<file path="src/rtl/serdesphy_pkg.sv">
// Shared SerDes PHY constants: PLL-cal FSM encoding, default trim, and the timing
// budgets the calibration sequencer is sized against.
package serdesphy_pkg;

    localparam logic [2:0] CAL_IDLE       = 3'd0;
    localparam logic [2:0] CAL_TRY_RST    = 3'd1;
    localparam logic [2:0] CAL_TRY_WAIT   = 3'd2;
    localparam logic [2:0] CAL_EVAL       = 3'd3;
    localparam logic [2:0] CAL_APPLY_RST  = 3'd4;
    localparam logic [2:0] CAL_APPLY_WAIT = 3'd5;

    localparam logic [3:0] PLL_DEFAULT_TRIM = 4'h8;

    // The controller qualifies lock over PLL_LOCK_QUAL_CYCLES; the cal timeout
    // must cover that plus the controller's pipeline margin.
    localparam int PLL_LOCK_QUAL_CYCLES = 2400;
    localparam int CAL_RST_CYCLES       = 24;
    localparam int CAL_LOCK_TIMEOUT     = 3000;

    function automatic logic [3:0] cal_midpoint(input logic [3:0] lo, input logic [3:0] hi);
        logic [4:0] sum;
        sum = {1'b0, lo} + {1'b0, hi};
        return sum[4:1];
    endfunction

endpackage

</file>
<file path="src/rtl/serdesphy_cal_timer.sv">
// Loadable 16-bit saturating cycle counter; tc flags cnt == tc_val.
// clr restarts the count from zero on the next edge.
module serdesphy_cal_timer (
    input  logic        clk_ref_24m,
    input  logic        rst_n,
    input  logic        clr,
    input  logic [15:0] tc_val,
    output logic        tc
);

    logic [15:0] cnt;

    always_ff @(posedge clk_ref_24m or negedge rst_n) begin
        if (!rst_n) begin
            cnt <= 16'd0;
        end else if (clr) begin
            cnt <= 16'd0;
        end else if (cnt != 16'hffff) begin
            cnt <= cnt + 16'd1;
        end
    end

    assign tc = (cnt == tc_val);

endmodule

</file>
<file path="src/rtl/serdesphy_pll_cal.sv">
// VCO coarse-trim calibration: sweeps all 16 trim codes with a PLL reset/lock trial
// each, then applies and confirms the midpoint of the locking window. All outputs registered.
module serdesphy_pll_cal
    import serdesphy_pkg::*;
#(
    parameter int         RST_CYCLES   = CAL_RST_CYCLES,
    parameter int         LOCK_TIMEOUT = CAL_LOCK_TIMEOUT,
    parameter logic [3:0] DEFAULT_TRIM = PLL_DEFAULT_TRIM
) (
    input  logic        clk_ref_24m,
    input  logic        rst_n,
    input  logic        cal_start,
    input  logic        cal_abort,
    input  logic        pll_lock,
    input  logic        pll_error,
    output logic [3:0]  vco_trim,
    output logic        pll_rst,
    output logic        cal_busy,
    output logic        cal_done,
    output logic        cal_fail,
    output logic [3:0]  cal_result,
    output logic [15:0] lock_map
);

    localparam logic [15:0] RST_TC  = 16'(RST_CYCLES - 1);
    localparam logic [15:0] LOCK_TC = 16'(LOCK_TIMEOUT - 1);

    logic [2:0]  state;
    logic [2:0]  state_nxt;
    logic [3:0]  code;
    logic [3:0]  lo;
    logic [3:0]  hi;
    logic        found;
    logic        tmr_clr;
    logic        tmr_tc;
    logic [15:0] tmr_tc_val;
    logic        in_wait;
    logic        wait_miss;
    logic        abort_hit;

    assign in_wait   = (state == CAL_TRY_WAIT) || (state == CAL_APPLY_WAIT);
    assign wait_miss = pll_error || tmr_tc;
    assign abort_hit = cal_abort && (state != CAL_IDLE);
    assign tmr_tc_val = in_wait ? LOCK_TC : RST_TC;
    // Every trial phase starts on a state change, so that alone restarts the timer.
    assign tmr_clr   = (state_nxt != state) || (state == CAL_IDLE);

    serdesphy_cal_timer u_timer (
        .clk_ref_24m (clk_ref_24m),
        .rst_n       (rst_n),
        .clr         (tmr_clr),
        .tc_val      (tmr_tc_val),
        .tc          (tmr_tc)
    );

    always_comb begin
        state_nxt = state;
        case (state)
            CAL_IDLE:       if (cal_start) state_nxt = CAL_TRY_RST;
            CAL_TRY_RST:    if (tmr_tc) state_nxt = CAL_TRY_WAIT;
            CAL_TRY_WAIT: begin
                if (pll_lock || wait_miss) begin
                    state_nxt = (code == 4'hf) ? CAL_EVAL : CAL_TRY_RST;
                end
            end
            CAL_EVAL:       state_nxt = found ? CAL_APPLY_RST : CAL_IDLE;
            CAL_APPLY_RST:  if (tmr_tc) state_nxt = CAL_APPLY_WAIT;
            CAL_APPLY_WAIT: if (pll_lock || wait_miss) state_nxt = CAL_IDLE;
            default:        state_nxt = CAL_IDLE;
        endcase
        if (abort_hit) begin
            state_nxt = CAL_IDLE;
        end
    end

    always_ff @(posedge clk_ref_24m or negedge rst_n) begin
        if (!rst_n) begin
            state      <= CAL_IDLE;
            code       <= 4'd0;
            lo         <= 4'hf;
            hi         <= 4'd0;
            found      <= 1'b0;
            vco_trim   <= DEFAULT_TRIM;
            pll_rst    <= 1'b0;
            cal_busy   <= 1'b0;
            cal_done   <= 1'b0;
            cal_fail   <= 1'b0;
            cal_result <= DEFAULT_TRIM;
            lock_map   <= 16'd0;
        end else begin
            state    <= state_nxt;
            cal_busy <= (state_nxt != CAL_IDLE);
            if (abort_hit) begin
                pll_rst  <= 1'b0;
                cal_fail <= 1'b1;
                vco_trim <= cal_result;
            end else begin
                case (state)
                    CAL_IDLE: begin
                        if (cal_start) begin
                            cal_done <= 1'b0;
                            cal_fail <= 1'b0;
                            lock_map <= 16'd0;
                            code     <= 4'd0;
                            lo       <= 4'hf;
                            hi       <= 4'd0;
                            found    <= 1'b0;
                            vco_trim <= 4'd0;
                            pll_rst  <= 1'b1;
                        end
                    end
                    CAL_TRY_RST, CAL_APPLY_RST: begin
                        if (tmr_tc) pll_rst <= 1'b0;
                    end
                    CAL_TRY_WAIT: begin
                        if (pll_lock || wait_miss) begin
                            // Lock wins over a coincident error or timeout.
                            if (pll_lock) begin
                                lock_map[code] <= 1'b1;
                                if (code < lo) lo <= code;
                                hi    <= code;
                                found <= 1'b1;
                            end
                            if (code != 4'hf) begin
                                code     <= code + 4'd1;
                                vco_trim <= code + 4'd1;
                                pll_rst  <= 1'b1;
                            end
                        end
                    end
                    CAL_EVAL: begin
                        if (found) begin
                            vco_trim <= cal_midpoint(lo, hi);
                            pll_rst  <= 1'b1;
                        end else begin
                            cal_fail <= 1'b1;
                            vco_trim <= cal_result;
                        end
                    end
                    CAL_APPLY_WAIT: begin
                        // vco_trim still holds the candidate under trial.
                        if (pll_lock) begin
                            cal_result <= vco_trim;
                            cal_done   <= 1'b1;
                        end else if (wait_miss) begin
                            cal_fail <= 1'b1;
                            vco_trim <= cal_result;
                        end
                    end
                    default: begin
                        pll_rst <= 1'b0;
                    end
                endcase
            end
        end
    end

endmodule

</file>
<file path="config.mk">
export PLATFORM = sky130hd
export DESIGN_NAME = serdesphy_pll_cal
export DESIGN_NICKNAME = d
export VERILOG_FILES = /design/src/rtl/serdesphy_pkg.sv /design/src/rtl/serdesphy_cal_timer.sv /design/src/rtl/serdesphy_pll_cal.sv
export SDC_FILE = /design/constraint.sdc
export NUM_CORES = 1
export LEC_CHECK = 0
export CAP_MARGIN = 20
export CORE_AREA = 4 4 84 86
export DETAILED_ROUTE_END_ITERATION = 10
export DIE_AREA = 0 0 88 90
export PLACE_DENSITY = 0.76
export SYNTH_ARGS = -nofsm -noshare
export SYNTH_HDL_FRONTEND = slang
export SYNTH_SLANG_ARGS = --single-unit
</file>
<file path="constraint.sdc">
create_clock -name clk_ref_24m -period 2.8 [get_ports clk_ref_24m]
set_input_delay 0.28 -clock clk_ref_24m [delete_from_list [all_inputs] [get_ports clk_ref_24m]]
set_output_delay 0.28 -clock clk_ref_24m [all_outputs]
set_load 0.005 [all_outputs]
</file>
Yosys cells after proc, flatten, opt, wreduce, memory -nomap -nowiden

Cells that the tools add are included.
W data, S select, Z words.

Input bits: 6
Logic and storage cells: 121
Memories: 0
Output and inout port bits: 28
Bits in latches: 0
Bits in read-only memories: 0
Register bits: 60
Memory bits (writable): 0

Divide/modulo/power cells: 0
Muxes and demuxes: 52
Shift-type cells: 0
$mul: 0
Order comparisons: 3
Bitwise logic cells: 2
$add $sub $neg: 3
Reduce and logical (&&, ||, !) cells: 23
Eq/ne operators: 25

Operators by type and width:

| operator                | number |
|---|---|
| $mux W16                | 5 |
| $mux W4                 | 13 |
| $pmux W16 S2            | 1 |
| $pmux W4 S2             | 3 |
| $mux W3                 | 7 |
| $ne A3 B3 Y1 const B    | 6 |
| $pmux W3 S6             | 1 |
| $reduce_and A6 Y1       | 3 |
| $add A16 B1 Y16 const B | 1 |
| $eq A16 B12 Y1          | 1 |
| $ne A16 B16 Y1 const B  | 1 |
| $or A16 B16 Y16         | 1 |
| $pmux W4 S4             | 1 |
| $reduce_and A5 Y1       | 3 |
| $mux W1                 | 14 |
| $mux W12                | 1 |
| $ne A2 B2 Y1 const B    | 4 |
| $eq A3 B2 Y1 const B    | 2 |
| $eq A3 B3 Y1 const B    | 2 |
| $ne A2 B1 Y1 const B    | 3 |
| $ne A3 B2 Y1 const B    | 2 |
| $reduce_bool A2 Y1      | 3 |
| $reduce_bool A3 Y1      | 2 |
| $add A4 B4 Y5           | 1 |
| 22 further kinds        | 27 |

Logic depth before layout (Yosys ltp)

Word-level depth: 12
Depth in mapped cells: 9
Depth with buffers taken out: 8

Hierarchy

Synthesis repeated with hierarchy kept, for this count alone.

Cells, all modules: 389
Area total of the unflattened synthesis: 3677.3 um^2

By module, submodules not included:

| module              | instances | cells an instance | area each (um^2) |
|---|---|---|---|
| serdesphy_pll_cal   | 1         | 267               | 2565.0 |
| serdesphy_cal_timer | 1         | 122               | 1112.3 |

Worst setup path before layout

No wires, ideal clock.

Path type: reg-to-reg
From: register state[2]
To: register vco_trim[0]
Slack: 759 ps
Stages on the path, launching flop included: 9
Clock period less this slack: 2041 ps
Required time: 2675 ps
Arrival: 1916 ps
Cells stage by stage: dfrtp_1 buf_6 nor3b_4 o211ai_2 a211o_1 buf_6 o22ai_1 and2_2 mux2_2

Word-level cells in the longest chain between the ends: 8

Ends and longest elaborated chain:

| what                                         | line                                             | text |
|---|---|---|
| from (decl)                                  | serdesphy_pll_cal.sv:28                          | `logic [2:0] state;` |
| from (signal assigned)                       | serdesphy_pll_cal.sv:91                          | `state <= state_nxt;` |
| $eq A3 B2 Y1 or $eq A3 B3 Y1 (tied branches) | serdesphy_pll_cal.sv:41, serdesphy_pll_cal.sv:98 |  |
| $logic_or A1 B1 Y1                           | serdesphy_pll_cal.sv:41                          | `assign in_wait = (state == CAL_TRY_WAIT) \|\| (state == CAL_APPLY_WAIT);` |
| $mux W12                                     | serdesphy_pll_cal.sv:44                          | `assign tmr_tc_val = in_wait ? LOCK_TC : RST_TC;` |
| $eq A16 B12 Y1                               | serdesphy_cal_timer.sv:23                        | `assign tc = (cnt == tc_val);` |
| $logic_or A1 B1 Y1                           | serdesphy_pll_cal.sv:42                          | `assign wait_miss = pll_error \|\| tmr_tc;` |
| $logic_or A1 B1 Y1                           | serdesphy_pll_cal.sv:116                         | `if (pll_lock \|\| wait_miss) begin` |
| $ne A3 B2 Y1 (no line)                       | n/a                                              |  |
| $reduce_and A6 Y1 (no line)                  | n/a                                              |  |
| to (signal assigned)                         | serdesphy_pll_cal.sv:126                         | `vco_trim <= code + 4'd1;` |
| to (signal assigned)                         | serdesphy_pll_cal.sv:133                         | `vco_trim <= cal_midpoint(lo, hi);` |
| to (signal assigned)                         | serdesphy_pll_cal.sv:137                         | `vco_trim <= cal_result;` |
| to (decl)                                    | serdesphy_pll_cal.sv:16                          | `output logic [3:0] vco_trim,` |

Several ways; a longest one is shown, not always the timed one.
A chain may end at the register's enable or synchronous reset.

Final worst setup path

From: register state[2]
To: register pll_rst

Word-level cells in the longest chain between the ends: 8

Ends and longest elaborated chain:

| what                                         | line                                             | text |
|---|---|---|
| $eq A3 B2 Y1 or $eq A3 B3 Y1 (tied branches) | serdesphy_pll_cal.sv:41, serdesphy_pll_cal.sv:98 |  |
| $logic_or A1 B1 Y1                           | serdesphy_pll_cal.sv:41                          |  |
| $mux W12                                     | serdesphy_pll_cal.sv:44                          |  |
| $eq A16 B12 Y1                               | serdesphy_cal_timer.sv:23                        |  |
| $logic_or A1 B1 Y1                           | serdesphy_pll_cal.sv:42                          |  |
| $logic_or A1 B1 Y1                           | serdesphy_pll_cal.sv:116                         |  |
| $ne A3 B2 Y1 (no line)                       | n/a                                              |  |
| $reduce_and A6 Y1 (no line)                  | n/a                                              |  |
| to (signal assigned)                         | serdesphy_pll_cal.sv:113                         | `if (tmr_tc) pll_rst <= 1'b0;` |
| to (signal assigned)                         | serdesphy_pll_cal.sv:127                         | `pll_rst <= 1'b1;` |
| to (signal assigned)                         | serdesphy_pll_cal.sv:134                         | `pll_rst <= 1'b1;` |
| to (decl)                                    | serdesphy_pll_cal.sv:17                          | `output logic pll_rst,` |

Several ways; a longest one is shown, not always the timed one.

==> flow_metrics.py <==
metrics = {
    "sta": {
        "worstMarginPinSlew_ps": 958.3,
        "min_period_over_period_pct": 84.09,
        "maxSlewViolCount": 0,
        "final_hold_viol_count": 0,
        "skew_ps": 9.442,
        "clock.fmax_mhz": 424.7,
        "slew_headroom_pct": 36.11,
        "fin_ws_ps": 445.6,
        "rsz0062_at_grt": "false",
        "period_needed_ps": 2354,
        "finalSetupTns_ps": 0,
        "setup_violations": 0,
    },
    "finish": {
        "instances_no_fill": 488,
        "area_growth_pct": 17.34,
        "num-nets-final": 424,
        "multiInputGateArea_mm2": 0.001729,
        "stdcell_area_mm2": 0.003963,
        "diodes": 0,
        "seq_area_mm2": 0.001509,
        "layout-drive-gt1-share_pct": 12.65,
        "fill_cells": 541,
    },
    "logic_synthesis": {
        "synth-seq-area-share_pct": 44.68,
        "syn_nets": 387,
        "syn-cell-area_mm2": 0.003377,
        "ys_seq_elements": 60,
        "synth_edf_count": 0,
        "syn_avg_cell_area_um2": 9.152,
        "synth_ff_type": "dfrtp_1",
        "async_reset_ff_share_pct": 100.0,
        "ys_types": 56,
        "ys_warn_count": 0,
        "syn_inst": 369,
    },
    "power_and_ir_drop": {
        "pwr-share-comb_pct": 12.7,
        "leakage_uw": 0.001732,
        "power.density_mw_per_mm2": 466.3,
        "p_int_uw": 1309,
        "switchingPower_uw": 538.8,
        "p_seq_share_pct": 49.1,
        "power.share.switching_pct": 29.16,
        "peakVddDrop_mv": 0.2788,
        "clkPwrFrac_pct": 38.2,
    },
    "routing": {
        "wirelength_um": 7806,
        "antenna_left": 0,
        "drc": 0,
        "wl_per_cell_um": 16.00,
        "dr.pass1.iters": 4,
        "drtIter0Drc": 223,
        "vias_per_cell": 5.887,
        "routed-via-count": 2873,
    },
    "floorplanning": {
        "start_util_pct": 53.80,
        "coreArea_mm2": 0.006277,
        "io_pins": 34,
        "num_rows": 29,
        "dieHeight_um": 90,
        "dieArea_mm2": 0.007920,
        "fp.dieW_um": 88,
    },
    "global_routing": {
        "grt-ovfl-total": 0,
        "track_usage_pct": 21.87,
        "grt_pass1_wl_um": 13840,
        "grt_pass1_vias": 2860,
        "antenna_found_initial": 0,
        "grt_max_degree": 44,
    },
    "critical_path": {
        "cp-end-kind": "flop",
        "critPathLaunchType": "flop",
        "cp.required_ps": 3030,
        "critPathKind": "reg -> reg",
        "cp.arrival_ps": 2580,
        "worstPathMaxFanout": 11,
    },
    "clock_network": {
        "postCtsHoldBufs": 0,
        "clock_sinks": 60,
        "h-tree-depth": 3,
        "cts_made_buffers": 9,
        "cts_tree": "yes",
        "cts_root_buf": "clkbuf_8",
        "cts-resized-gates": 0,
        "postCtsSetupRepairBufs": 0,
        "path_clk_slew_ps": 80,
        "cts_buffer_depth": 2,
        "clkLatencyLatePin_ps": 340,
    },
    "outcome": {
        "outcome": "complete, no violations",
    },
    "placed_design": {
        "dp_slack_ps": 422.3,
        "dp_cells": 472,
        "placed_cell_area_mm2": 0.003787,
        "portBuffers": 33,
        "gp_congestion": 0.9081,
        "dp_hpwl_um": 5493,
    },
    "min_path": {
        "hp-class": "in -> async",
    },
    "run": {
        "drv_cap": 0,
    },
}
## through the flow
step	hold WS, ps	power, uW	utilization (%)
floorplan	-15.59	1063	-
global placement	460.2	1157	60.33
detailed placement	469.1	1158	60.33
CTS	111.7	1865	63.13
global route	169.8	1933	63.13
finish	86.79	1848	63.13
## worst max-delay path, cell delays in order (launching register included)
cell      delay (ps)
dfrtp_1          520
or3b_1           540
nand4_1          140
a211o_1          380
a31oi_1          140
o211ai_1         200
mux2_1           330
## power by group through the flow
stage                     registers [uW]  clock network, uW  logic [uW]
after floorplan                      920                  0         142
after global placement               923                  0         233
after detailed placement             923                  0         235
after CTS                            907                723         235
after global routing                 910                762         261
final                                907                706         235
## routing by layer
metal / vias to the layer above / GRT usage (%) / routed length (um)
li1: 1372 / - / -
met1: 1386 / 32.20 / 3797
met3: 19 / 3.839 / 368
met4: 0 / 10.49 / 167
met5: - / 0 / 0
met2: 96 / 30.78 / 3473
## cell usage after synthesis, types with 3 or more instances
cell | instances | share of area (%)
a211oi_1 | 4 | 0.89
nand2_1 | 33 | 3.7
ha_1 | 11 | 4.1
dfrtp_1 | 54 | 40
dfstp_2 | 6 | 4.7
nand2b_1 | 3 | 0.56
o21a_1 | 3 | 0.67
o31ai_1 | 3 | 0.67
buf_2 | 3 | 0.44
mux2i_1 | 5 | 1.5
o311ai_0 | 3 | 0.78
and3_1 | 6 | 1.1
a31oi_1 | 4 | 0.74
nand3_1 | 10 | 1.5
nor3_1 | 7 | 1.0
a22o_1 | 3 | 0.78
xnor2_1 | 11 | 2.9
a21oi_1 | 30 | 4.4
o21ai_0 | 26 | 3.9
nand4_1 | 6 | 1.1
mux2_2 | 9 | 3.0
nor2_1 | 54 | 6.0
nor2b_1 | 8 | 1.5
inv_1 | 14 | 1.6
clkbuf_1 | 11 | 1.2
## kinds of logic (layout without fill, tap and decap cells)
| kind of cell | count (synthesis) | after routing | synth area share (%) |
|---|---|---|---|
| XOR/XNOR | 13 | 13 | 3.372 |
| buffers and inverters | 31 | 73 | 4.113 |
| multiplexers | 15 | 15 | 4.817 |
| flip-flops | 60 | 60 | 44.68 |
| AND/OR/NAND/NOR | 148 | 148 | 21.31 |
| adder cells (fa/ha/maj) | 12 | 12 | 4.668 |
| AO/OA/AOI/OAI | 90 | 90 | 17.04 |
## sequential cells by signal, indices dropped and copies added (netlist names)
name,cells
found,1
pll_rst,1
vco_trim,4
cal_done,1
code,4
hi,4
state,3
lock_map,16
cal_busy,1
lo,4
cal_result,4
u_timer.cnt,16
cal_fail,1
## placed cells by master (no fill, tap or decap), types with 3 or more instances in the layout
cell type        count
nor2_1              54
xnor2_1             11
o21ai_0             26
a31oi_1              4
nand2_1             33
mux2_2               9
o31ai_1              3
dfrtp_1             54
and3_1               6
mux2i_1              5
nor3_1               7
dfstp_2              6
a21oi_1             30
nand3_1             10
ha_1                11
nor2b_1              8
o21a_1               3
clkbuf_8             9
clkdlybuf4s50_1     32
a211oi_1             4
inv_1               14
nand4_1              6
o311ai_0             3
nand2b_1             3
a22o_1               3
buf_4               10
## final cells by class
| type | instances | share of cell area (%) |
|---|---|---|
| Clock inverter | 7 | 1.295 |
| Clock buffer | 9 | 3.126 |
| Tap cell | 77 | 2.431 |
| Inverter | 14 | 1.326 |
| Sequential cell | 60 | 38.08 |
| Multi-Input combinational cell | 278 | 43.64 |
| Timing Repair Buffer | 43 | 10.10 |
## worst paths after layout
kind,startpoint,end,slack (ps),cells after the start
setup / recovery,state[2],pll_rst,450,6
hold / removal,rst_n,cal_fail,90,1
setup reg to reg,state[2],pll_rst,450,6
hold reg to reg,cal_done,cal_done,490,2
max in group asynchronous,rst_n,lock_map[2],1940,2
min in group clk_ref_24m,cal_done,cal_done,490,2
Note: power is estimated with default switching activity, not from simulation.
